### src/rtl/uart_alu_intf_if.sv
// uart_alu_intf_if -- bundle of the FIFO handshake and ALU operand/result signals
// for uart_alu_intf.
//   master : the frame controller (pops RX, pushes TX, drives the ALU operands)
//   slave  : the surroundings (RX/TX FIFOs and the combinational ALU)
// Signals:
//   rx_empty   RX FIFO empty            r_data     RX FIFO head byte
//   rd_uart    RX FIFO pop              tx_full    TX FIFO full
//   wr_uart    TX FIFO push             w_data     byte to transmit
//   alu_a/b    operands                 alu_op     opcode
//   alu_result combinational ALU result busy       frame in progress
interface uart_alu_intf_if #(
  parameter int DBIT    = 8,
  parameter int OP_BITS = 6
);
  logic               rx_empty;
  logic [DBIT-1:0]    r_data;
  logic               rd_uart;
  logic               tx_full;
  logic               wr_uart;
  logic [DBIT-1:0]    w_data;
  logic [DBIT-1:0]    alu_a;
  logic [DBIT-1:0]    alu_b;
  logic [OP_BITS-1:0] alu_op;
  logic [DBIT-1:0]    alu_result;
  logic               busy;

  modport master (
    input  rx_empty, r_data, tx_full, alu_result,
    output rd_uart, wr_uart, w_data, alu_a, alu_b, alu_op, busy
  );

  modport slave (
    output rx_empty, r_data, tx_full, alu_result,
    input  rd_uart, wr_uart, w_data, alu_a, alu_b, alu_op, busy
  );
endinterface

### src/rtl/uart_alu_intf.sv
// uart_alu_intf -- collects a three-byte frame (A, B, opcode) from a UART RX
// FIFO, presents it to an external combinational ALU, registers the result and
// pushes it into the UART TX FIFO.
// Ports:
//   clk_sys  system clock
//   rst_b    asynchronous active-low reset
//   bus      uart_alu_intf_if.master (FIFO handshakes, ALU operands/result, busy)
// Build option:
//   UART_ALU_OPCODE_CHECK_EN  when defined, opcodes outside the supported set
//   send ERR_CODE instead of the ALU result; ERR_CODE only exists in that build.
//
// state  | meaning
// GET_A  | idle, waiting for operand A
// GET_B  | waiting for operand B (timeout armed)
// GET_OP | waiting for the opcode (timeout armed)
// EXEC   | one cycle, registers the result byte
// SEND   | waiting for TX FIFO room, pushes the result
module uart_alu_intf #(
  parameter int DBIT     = 8,
  parameter int OP_BITS  = 6,
  parameter int TIMEOUT  = 5_000_000,
  parameter int TMO_BITS = 23
`ifdef UART_ALU_OPCODE_CHECK_EN
  ,
  parameter logic [DBIT-1:0] ERR_CODE = 8'hEE
`endif
) (
  input logic             clk_sys,
  input logic             rst_b,
  uart_alu_intf_if.master bus
);

  localparam logic [2:0] GET_A  = 3'd0;
  localparam logic [2:0] GET_B  = 3'd1;
  localparam logic [2:0] GET_OP = 3'd2;
  localparam logic [2:0] EXEC   = 3'd3;
  localparam logic [2:0] SEND   = 3'd4;

  logic [2:0]          state;
  logic [TMO_BITS-1:0] tmo_cnt;
  logic [DBIT-1:0]     a_q;
  logic [DBIT-1:0]     b_q;
  logic [OP_BITS-1:0]  op_q;
  logic [DBIT-1:0]     w_q;
  logic [DBIT-1:0]     exec_byte;
  logic                collecting;
  logic                rd;
  logic                wr;
  logic                tmo_hit;

  assign collecting = (state == GET_A) || (state == GET_B) || (state == GET_OP);
  // Gated by rst_b so no pop is requested while the block is held in reset.
  assign rd      = rst_b && collecting && !bus.rx_empty;
  assign wr      = (state == SEND) && !bus.tx_full;
  assign tmo_hit = (tmo_cnt == TMO_BITS'(TIMEOUT - 1));

`ifdef UART_ALU_OPCODE_CHECK_EN
  logic op_legal;

  always_comb begin
    op_legal = 1'b0;
    case (op_q)
      OP_BITS'(6'h20), OP_BITS'(6'h22), OP_BITS'(6'h24), OP_BITS'(6'h25),
      OP_BITS'(6'h26), OP_BITS'(6'h27), OP_BITS'(6'h03), OP_BITS'(6'h02):
        op_legal = 1'b1;
      default: op_legal = 1'b0;
    endcase
  end

  assign exec_byte = op_legal ? bus.alu_result : ERR_CODE;
`else
  assign exec_byte = bus.alu_result;
`endif

  always_ff @(posedge clk_sys or negedge rst_b) begin
    if (!rst_b) begin
      state   <= GET_A;
      tmo_cnt <= '0;
      a_q     <= '0;
      b_q     <= '0;
      op_q    <= '0;
      w_q     <= '0;
    end else begin
      case (state)
        GET_A: begin
          tmo_cnt <= '0;
          if (rd) begin
            a_q   <= bus.r_data;
            state <= GET_B;
          end
        end
        GET_B: begin
          if (rd) begin
            b_q     <= bus.r_data;
            tmo_cnt <= '0;
            state   <= GET_OP;
          end else if (tmo_hit) begin
            tmo_cnt <= '0;
            state   <= GET_A;
          end else begin
            tmo_cnt <= tmo_cnt + TMO_BITS'(1);
          end
        end
        GET_OP: begin
          if (rd) begin
            op_q    <= bus.r_data[OP_BITS-1:0];
            tmo_cnt <= '0;
            state   <= EXEC;
          end else if (tmo_hit) begin
            tmo_cnt <= '0;
            state   <= GET_A;
          end else begin
            tmo_cnt <= tmo_cnt + TMO_BITS'(1);
          end
        end
        EXEC: begin
          tmo_cnt <= '0;
          w_q     <= exec_byte;
          state   <= SEND;
        end
        SEND: begin
          tmo_cnt <= '0;
          if (wr) state <= GET_A;
        end
        default: begin
          tmo_cnt <= '0;
          state   <= GET_A;
        end
      endcase
    end
  end

  assign bus.rd_uart = rd;
  assign bus.wr_uart = wr;
  assign bus.w_data  = w_q;
  assign bus.alu_a   = a_q;
  assign bus.alu_b   = b_q;
  assign bus.alu_op  = op_q;
  assign bus.busy    = (state != GET_A);

endmodule

### src/flat_wrapper.sv
// flat-port wrapper written by rule: the top's interface ports become plain ports
module uart_alu_intf_flat 
#(
  parameter int DBIT     = 8,
  parameter int OP_BITS  = 6,
  parameter int TIMEOUT  = 5_000_000,
  parameter int TMO_BITS = 23

)
  (clk_sys, rst_b, bus_rx_empty, bus_r_data, bus_tx_full, bus_alu_result, bus_rd_uart, bus_wr_uart, bus_w_data, bus_alu_a, bus_alu_b, bus_alu_op, bus_busy);
  uart_alu_intf_if #(.DBIT(DBIT), .OP_BITS(OP_BITS)) bus_i ();
  input logic clk_sys;
  input logic rst_b;
  input wire logic [$bits(bus_i.rx_empty)-1:0] bus_rx_empty;
  input wire logic [$bits(bus_i.r_data)-1:0] bus_r_data;
  input wire logic [$bits(bus_i.tx_full)-1:0] bus_tx_full;
  input wire logic [$bits(bus_i.alu_result)-1:0] bus_alu_result;
  output wire logic [$bits(bus_i.rd_uart)-1:0] bus_rd_uart;
  output wire logic [$bits(bus_i.wr_uart)-1:0] bus_wr_uart;
  output wire logic [$bits(bus_i.w_data)-1:0] bus_w_data;
  output wire logic [$bits(bus_i.alu_a)-1:0] bus_alu_a;
  output wire logic [$bits(bus_i.alu_b)-1:0] bus_alu_b;
  output wire logic [$bits(bus_i.alu_op)-1:0] bus_alu_op;
  output wire logic [$bits(bus_i.busy)-1:0] bus_busy;
  assign bus_i.rx_empty = bus_rx_empty;
  assign bus_i.r_data = bus_r_data;
  assign bus_i.tx_full = bus_tx_full;
  assign bus_i.alu_result = bus_alu_result;
  assign bus_rd_uart = bus_i.rd_uart;
  assign bus_wr_uart = bus_i.wr_uart;
  assign bus_w_data = bus_i.w_data;
  assign bus_alu_a = bus_i.alu_a;
  assign bus_alu_b = bus_i.alu_b;
  assign bus_alu_op = bus_i.alu_op;
  assign bus_busy = bus_i.busy;
  uart_alu_intf #(.DBIT(DBIT), .OP_BITS(OP_BITS), .TIMEOUT(TIMEOUT), .TMO_BITS(TMO_BITS)) u_core (.clk_sys(clk_sys), .rst_b(rst_b), .bus(bus_i));
endmodule
### config.mk
export PLATFORM = sky130hd
export DESIGN_NAME = uart_alu_intf_flat
export DESIGN_NICKNAME = d
export VERILOG_FILES = /design/src/rtl/uart_alu_intf_if.sv /design/src/rtl/uart_alu_intf.sv /design/src/flat_wrapper.sv
export SDC_FILE = /design/constraint.sdc
export NUM_CORES = 1
export LEC_CHECK = 0
export ABC_AREA = 1
export BUFFER_PORTS_ARGS = -buffer_cell sky130_fd_sc_hd__buf_2
export CORE_MARGIN = 10
export CORE_UTILIZATION = 59
export CTS_CLUSTER_SIZE = 25
export DETAILED_ROUTE_END_ITERATION = 12
export PLACE_DENSITY = 0.85
export SETUP_SLACK_MARGIN = 0.4
export SLEW_MARGIN = 20
export SYNTH_ARGS = -nofsm -noshare
export SYNTH_HDL_FRONTEND = slang
export SYNTH_SLANG_ARGS = --single-unit
### constraint.sdc
create_clock -name clk_sys -period 2.4 [get_ports clk_sys]
set_input_delay 0.12 -clock clk_sys [delete_from_list [all_inputs] [get_ports clk_sys]]
set_output_delay 0.12 -clock clk_sys [all_outputs]
set_load 0.02 [all_outputs]
Word-level counts from Yosys, hierarchy flattened

Index checks and enable logic that the tools add are counted.

Add/sub/neg operators: 1
Eq/ne operators: 7
Mux-type cells: 9
Reduce and logical (&&, ||, !) cells: 14

Operator list:

| kind                  | count |
|---|---|
| $mux 23               | 3 |
| $add 23x1->23 const B | 1 |
| $eq 23x23->1 const B  | 1 |
| $mux 3                | 5 |
| $pmux 3 s5            | 1 |
| $reduce_and 2->1      | 4 |
| $eq 3x2->1 const B    | 2 |
| $ne 2x2->1 const B    | 2 |
| $eq 3x1->1 const B    | 1 |
| $eq 3x3->1 const B    | 1 |
| $logic_and 1x1->1     | 3 |
| $logic_not 3->1       | 1 |
| $reduce_bool 3->1     | 1 |
| $logic_not 1->1       | 2 |
| $logic_or 1x1->1      | 2 |
| $reduce_or 2->1       | 1 |

Flip-flop bits (word level): 56

Logic depth before layout (Yosys ltp)

Gate-level depths: netlist of run 1.

Word-level depth: 7
Mapped depth: 9
Gate-level depth less buffers: 9

Least setup slack after synthesis of run 1

Ideal clock, no wire load.

Kind: register -> register
Start: register u_core.tmo_cnt[0]
End: register u_core.tmo_cnt[16]
Data arrival time: 1.280 ns
Slack: 1.001 ns
Stages on the path, launching flop included: 8
Buffers on the path: 1
Cells stage by stage: dfrtp_1 > ha_1 > nand3_2 > nor2_1 > nand3_2 > nand3_4 > buf_6 > nor2_1

Word-level cells in the longest chain between the ends: 4
Elaborated cells between the ends (all ways): 5
Those cells by class: add/sub: 1; eq/ne: 1; mux: 3

RTL lines:

| element                                       | line                                                            | text |
|---|---|---|
| start: declaration                            | uart_alu_intf.sv:40                                             | `logic [TMO_BITS-1:0] tmo_cnt;` |
| start signal: assignment                      | uart_alu_intf.sv:101                                            | `tmo_cnt <= tmo_cnt + TMO_BITS'(1);` |
| start signal: assignment                      | uart_alu_intf.sv:113                                            | `tmo_cnt <= tmo_cnt + TMO_BITS'(1);` |
| $add 23x1->23 or $eq 23x23->1 (tied branches) | uart_alu_intf.sv:101, uart_alu_intf.sv:113, uart_alu_intf.sv:55 |  |
| $mux 23 *                                     | uart_alu_intf.sv:97, uart_alu_intf.sv:109                       |  |
| $mux 23 *                                     | uart_alu_intf.sv:105                                            | `if (rd) begin` |
| $mux 23 *                                     | n/a                                                             |  |

Every way passes the cells marked *; elsewhere a longest branch is shown, timed or not.
A chain may end at the register's enable or synchronous reset.

Final worst setup path of run 1

Start: register u_core.tmo_cnt[0]
End: register u_core.tmo_cnt[22]

The elaborated chain is that of the path after synthesis.

==> impl_metrics.ini, run 1 <==
[floorplanning]
ios = 53
row_count = 24
core_area_mm2 = 0.00438
die_w_um = 87.7
die_area_mm2 = 0.00769
start_util_pct = 61.7
die_h_um = 87.7

[routing]
dr.pass1.iters = 5
detail_route.wl_per_cell_um = 14.2
remaining_drc_errors = 0
routed_wl_um = 6110
via_per_inst = 5.22
vias = 2238
first_iter_violations = 153
ant_nets = 0

[sta]
rsz0062_at_grt = false
tightest_slew_ps = 698
slew_headroom_pct = 53.5
fmax_ghz = 0.622
holdWs_ps = -30.1
fin_setup_tns_ps = 0
skew_ps = 11.5
setup_viol = 0
hold_viol_final = 26
period_needed_ps = 1610
final-max-slew-violation-count = 0
fin_crit_sh_pct = 66.9

[clock_tree]
post_cts_buffers = 0
cts-buffers-inserted = 5
cts_hold_repair.buffers = 0
clkSinkCount = 56
clkLatencyLatePin_ps = 310
h-tree-depth = 2
tritoncts = yes
cts_max_path_buffers = 2
clk_transition_reported_paths_ps = 110
cts_resized = 0
root_buffer = clkbuf_8

[hold_path]
hp-class = in2async

[logic_synthesis]
ys.flop_type = dfrtp_1
netlist_instances = 321
synthSimpleGateAreaFrac_pct = 27.6
synth_xor_area_share_pct = 3.56
yosysSeqAreaShare_pct = 51.8
synth_fa_ha_area_share_pct = 0.463
synth-compound-area-share_pct = 6.38
synth.area.mux_share_pct = 3.33
synth_edf_count = 0
synth_cell_types = 26
asyncSetResetFlopFracSynth_pct = 100
mappedNetlistNets = 342
ys_ff_latch = 56
syn-cell-area_mm2 = 0.00271
yosys_warnings = 0
synth_top_family_by_area = simple AND/OR/NAND/NOR gates
avgSynthCellArea_um2 = 8.43

[layout]
nFillCells = 342
multi_input_area_mm2 = 0.00112
area_delta_synth_final_pct = 14.4
final_cell_mix = 76 x nand2_1, 57 x nor2_1, 56 x dfrtp_1, 52 x buf_2, 37 x inv_1
regArea_mm2 = 0.00140
drive_gt1_share_pct = 23.6
antennaDiodeCount = 0
mostFrequentLayoutCell = nand2_1
fin_util_pct = 70.6
final_nets = 397

[setup_path]
cp.required_ps = 2620
worstSetupPathType = reg2reg
cp.arrival_ps = 1830
crit_fanout = 4
crit_path_end_kind = register
rrSetupSlack_ps = 790
rr_endpoint = u_core.tmo_cnt[22]
cp-start-kind = register
rr_startpoint = u_core.tmo_cnt[0]
r2r_cells = 8

[power]
peakVddDrop_mv = 0.700
p_leak_nw = 1.54
powerDensity_mw_per_mm2 = 1020

[status]
outcome = finished, violations left
violations = hold timing

[global_route]
overflow = 0
antenna_found_initial = 0
grtUsageTotal_pct = 16.3
grt_max_degree = 57
grt_pass1_wl_um = 10200
grt_pass1_vias = 2241

[run]
cap_violations = 0

[placement]
gp_congestion = 0.976
dp_hpwl_um = 4660
numPortBuffers = 52
-- report_power, final --
group / leakage (nW) / switching, mW / total, mW / internal [mW]
Sequential: 0.732 / 0.163 / 1.37 / 1.21
Clock: 0.0516 / 0.315 / 0.552 / 0.237
Combinational: 0.755 / 0.818 / 1.23 / 0.410
Total: 1.54 / 1.30 / 3.15 / 1.85
-- flip-flops by register name (all words and copies together) (netlist names) --
name / count
u_core.bus.alu_a: 8
u_core.bus.alu_b: 8
u_core.bus.alu_op: 6
u_core.bus.w_data: 8
u_core.state: 3
u_core.tmo_cnt: 23
-- final cells by class --
class | instances | area share (%)
Sequential cell | 56 | 45.3
Clock inverter | 2 | 0.445
Timing Repair Buffer | 53 | 8.65
Multi-Input combinational cell | 221 | 36.1
Clock buffer | 6 | 2.67
Inverter | 39 | 4.73
Tap cell | 52 | 2.10
-- cell families (layout without fill, tap and decap cells) --
group / Yosys count / in the layout
flops: 56 / 56
compound gates: 29 / 29
fa+ha+maj: 1 / 1
xor+xnor: 11 / 11
simple gates: 172 / 172
buf+inv: 44 / 100
mux: 8 / 8
-- critical path, cell delays in order, from the launching register on --
cell and delay, ps:
dfrtp_1 420, ha_1 220, nand2_1 110, nor2_2 160
nand4_1 150, nor2_1 210, nand3_1 100, nor2_1 90
nor2_1 50
-- how the worst max path moves through the flow --
stage / slack (ps) / from / to
floorplan: 1000 / u_core.tmo_cnt[0] / u_core.tmo_cnt[16]
global placement: 900 / u_core.tmo_cnt[0] / u_core.tmo_cnt[22]
detailed placement: 830 / u_core.tmo_cnt[0] / u_core.tmo_cnt[17]
CTS: 820 / u_core.tmo_cnt[0] / u_core.tmo_cnt[17]
global route: 650 / u_core.tmo_cnt[0] / u_core.tmo_cnt[22]
finish: 790 / u_core.tmo_cnt[0] / u_core.tmo_cnt[22]
-- synthesized netlist by cell type, types with 2 or more instances --
cell	n	share of area (%)
mux2_2	8	3.3
inv_1	37	5.1
xor2_1	7	2.3
nand3_1	17	3.1
o21ai_2	6	1.9
nand3_2	3	1.1
nand4_1	3	0.69
o21bai_1	2	0.55
xnor2_1	4	1.3
nor2_1	57	7.9
dfrtp_1	56	52
nor3_1	6	1.1
nand2_1	76	11
inv_2	2	0.28
buf_6	2	0.83
a21oi_1	3	0.55
nand2_2	3	0.69
nor2_2	4	0.92
o21ai_0	18	3.3
-- metal layers --
metal  global-route usage [%]  wire length [um]  up-vias
met2                     24.8              2800       84
met3                     6.22               536        9
met4                     3.91                73        0
met5                        0                 0        -
li1                         -                 -     1110
met1                     21.5              2700     1035
-- through the flow --
stage / setup slack [ps] / area, um^2 / hold WS (ps) / total power [mW] / cells
after detailed placement: 833 / 3000 / 351 / 2.63 / 421
final: 793 / 3100 / -30.1 / 3.15 / 429
after CTS: 824 / 3100 / 5.95 / 3.18 / 429
after floorplan: 1000 / 2710 / -176 / 2.23 / 321
after global placement: 900 / 3000 / 348 / 2.59 / 421
after global routing: 646 / 3100 / 23.0 / 3.35 / 429
No activity file was read; power rests on OpenSTA's default activity.
==> run 2: changes to the inputs <==
--- a/config.mk
+++ b/config.mk
@@ -5,13 +5,13 @@
 export SDC_FILE = /design/constraint.sdc
 export NUM_CORES = 1
 export LEC_CHECK = 0
-export ABC_AREA = 1
+export ABC_AREA = 0
 export BUFFER_PORTS_ARGS = -buffer_cell sky130_fd_sc_hd__buf_2
 export CORE_MARGIN = 10
-export CORE_UTILIZATION = 59
+export CORE_UTILIZATION = 49
 export CTS_CLUSTER_SIZE = 25
 export DETAILED_ROUTE_END_ITERATION = 12
-export PLACE_DENSITY = 0.85
+export PLACE_DENSITY = 0.75
 export SETUP_SLACK_MARGIN = 0.4
 export SLEW_MARGIN = 20
 export SYNTH_ARGS = -nofsm -noshare
==> constraint.sdc (replaced) <==
create_clock -name clk_sys -period 1.4 [get_ports clk_sys]
set_input_delay 0.07 -clock clk_sys [delete_from_list [all_inputs] [get_ports clk_sys]]
set_output_delay 0.07 -clock clk_sys [all_outputs]
set_load 0.02 [all_outputs]
==> impl_metrics.ini, run 2 <==
[layout]
finalInstanceArea_mm2 = 0.00408
area_delta_synth_final_pct = 59.3
fin_util_pct = 80.4
final_nets = 366
final_cell_mix = 52 x dfrtp_1, 49 x buf_2, 49 x buf_4, 30 x mux2_4, 16 x buf_6
antennaDiodeCount = 0
mostFrequentLayoutCell = dfrtp_1
drive_gt1_share_pct = 61.8
regMostFlops = u_core.tmo_cnt
largest_reg_flops = 23

[sta]
period_needed_ps = 1750
fmax_ghz = 0.572
fin_crit_sh_pct = 125
rsz0062_at_grt = true
tightest_slew_ps = 692
final-max-slew-violation-count = 0
setup_viol = 27
finalWorstSetupSlack_ps = -348
fin_setup_tns_ps = -7470
slew_headroom_pct = 53.9
holdWs_ps = -46.5
skew_ps = 11.7
hold_viol_final = 56

[power]
p_leak_nw = 1.86
clockPowerShare_pct = 13.4
netSwitchingPower_mw = 2.75
internal_power_mw = 4.15
p_seq_share_pct = 36.2
swShare_pct = 39.9
pwr-share-comb_pct = 50.4
powerDensity_mw_per_mm2 = 1690
total_power_mw = 6.89
peakVddDrop_mv = 1.19

[setup_path]
critical_path.top_delay_family = simple AND/OR/NAND/NOR gates
rr_endpoint = u_core.tmo_cnt[21]
cp_cell_sequence = nand4_1 -> or3_4 -> or4_4 -> a211oi_2
r2r_cells = 4
crit_buf_inv = 0
crit_fanout = 3
rrSetupSlack_ps = -350
crit_slowest_cell = or4_4
worstSetupPathType = reg2reg
cp.required_ps = 1640
rr_startpoint = u_core.tmo_cnt[12]
cp.arrival_ps = 1990
crit_end = u_core.tmo_cnt[21]
cp_num_cells = 4
critPathMaxStageDelay_ps = 520
cp-start-kind = register
crit_start = u_core.tmo_cnt[12]
crit_path_end_kind = register

[run]
cap_violations = 0

[placement]
dp_hpwl_um = 4890
placed_cell_area_mm2 = 0.00335
numPortBuffers = 52
gp_congestion = 0.808

[clock_tree]
h-tree-depth = 2
cts-buffers-inserted = 5
tritoncts = yes
root_buffer = clkbuf_8
clkSinkCount = 56
clkLatencyLatePin_ps = 330
cts_max_path_buffers = 2
clk_transition_reported_paths_ps = 110

[logic_synthesis]
mappedNetlistNets = 241
yosysTopAreaCellShare_pct = 54.7
yosys_warnings = 0
synth_top_area_cell = dfrtp_1
synth_area_leaders = dfrtp_1 55%, mux2_1 10%, nor3_1 3.9%
synth_most_common_cell = dfrtp_1
syn-cell-area_mm2 = 0.00256
avgSynthCellArea_um2 = 11.6
synth_edf_count = 0
ys_ff_latch = 56
ys.flop_type = dfrtp_1
synth_cell_types = 38
asyncSetResetFlopFracSynth_pct = 100
netlist_instances = 220
yosysSeqAreaShare_pct = 54.7
synth_common_cells = 56 x dfrtp_1, 23 x mux2_1, 20 x nor3_1, 15 x nand2_1, 11 x xnor2_1

[global_route]
grt_max_degree = 57
grtUsageTotal_pct = 18.3
overflow = 0
grt_pass1_vias = 2491
antenna_found_initial = 0
grt_pass1_wl_um = 12600

[routing]
routed_wl_um = 8850
remaining_drc_errors = 0
via_per_inst = 5.90
detail_route.wl_per_cell_um = 21.3
vias = 2453
first_iter_violations = 261
ant_nets = 0
dr.pass1.iters = 5

[floorplanning]
start_util_pct = 50.4
row_count = 26
die_area_mm2 = 0.00852
core_area_mm2 = 0.00507
die_w_um = 92.3
ios = 53
die_h_um = 92.3

[status]
violations = hold timing, setup timing
outcome = finished, violations left

[hold_path]
hp-class = in2async
==> run 2: final cells by class <==
| class | instances | area [um^2] |
|---|---|---|
| multi-input cells | 150 | 1550 |
| flip-flops and latches | 56 | 1410 |
| fillers | 275 | 997 |
| repair buffers | 125 | 913 |
| well taps | 70 | 87.6 |
| clock buffers | 5 | 68.8 |
| inverters | 7 | 28.8 |
| clock inverters | 3 | 22.5 |
==> run 2: worst min path at each step <==
stage | startpoint | end | slack [ps] | cells past startpoint
detailed placement | bus_alu_result[1] | u_core.bus.w_data[1] | 300 | 2
global route | rst_b | u_core.tmo_cnt[11] | 0.6 | 2
floorplan | rst_b | u_core.bus.alu_a[0] | -230 | 0
finish | rst_b | u_core.tmo_cnt[11] | -50 | 2
CTS | rst_b | u_core.tmo_cnt[11] | -30 | 2
global placement | bus_alu_result[1] | u_core.bus.w_data[1] | 280 | 2
==> run 2: metal layers <==
layer | global-route usage, % | routed length (um)
met2 | 32.8 | 4480
met1 | 20.3 | 3400
met3 | 4.73 | 695
met4 | 6.94 | 267
met5 | 0 | 0
==> run 2: through the flow <==
step | std cells | setup WS, ps | hold slack [ps]
after floorplan | 220 | -312 | -226
after global placement | 376 | -248 | 284
after detailed placement | 376 | -307 | 296
after CTS | 406 | -297 | -32.3
after global routing | 416 | -408 | 0.575
final | 416 | -348 | -46.5
==> run 2: power by group through the flow <==
stage / clock network, mW / registers, mW / logic (mW)
final: 0.924 / 2.49 / 3.48
after floorplan: 0 / 2.99 / 1.21
after global routing: 0.991 / 2.55 / 3.66
after detailed placement: 0 / 2.48 / 2.69
after global placement: 0 / 2.43 / 2.61
after CTS: 0.932 / 2.46 / 3.12
==> run 2: what timing repair did <==
item | CTS | global route
setup endpoints to repair | 59 | 61
hold buffers | 10 | 0
cloned | 2 | 0
setup buffers | 10 | 10
pin swaps | 25 | 11
resized for setup | 60 | 21
endpoints found under the hold margin | 67 | 0
==> run 2: logic make-up (layout without fill, tap and decap cells) <==
logic type      Yosys count  in the layout  synth area share (%)
fa+ha+maj                 1              1                 0.489
mux                      30             30                  13.2
compound gates           21             21                  6.40
buf+inv                  14            140                  2.30
flops                    56             56                  54.7
xor+xnor                 14             14                  4.79
simple gates             84             84                  18.1
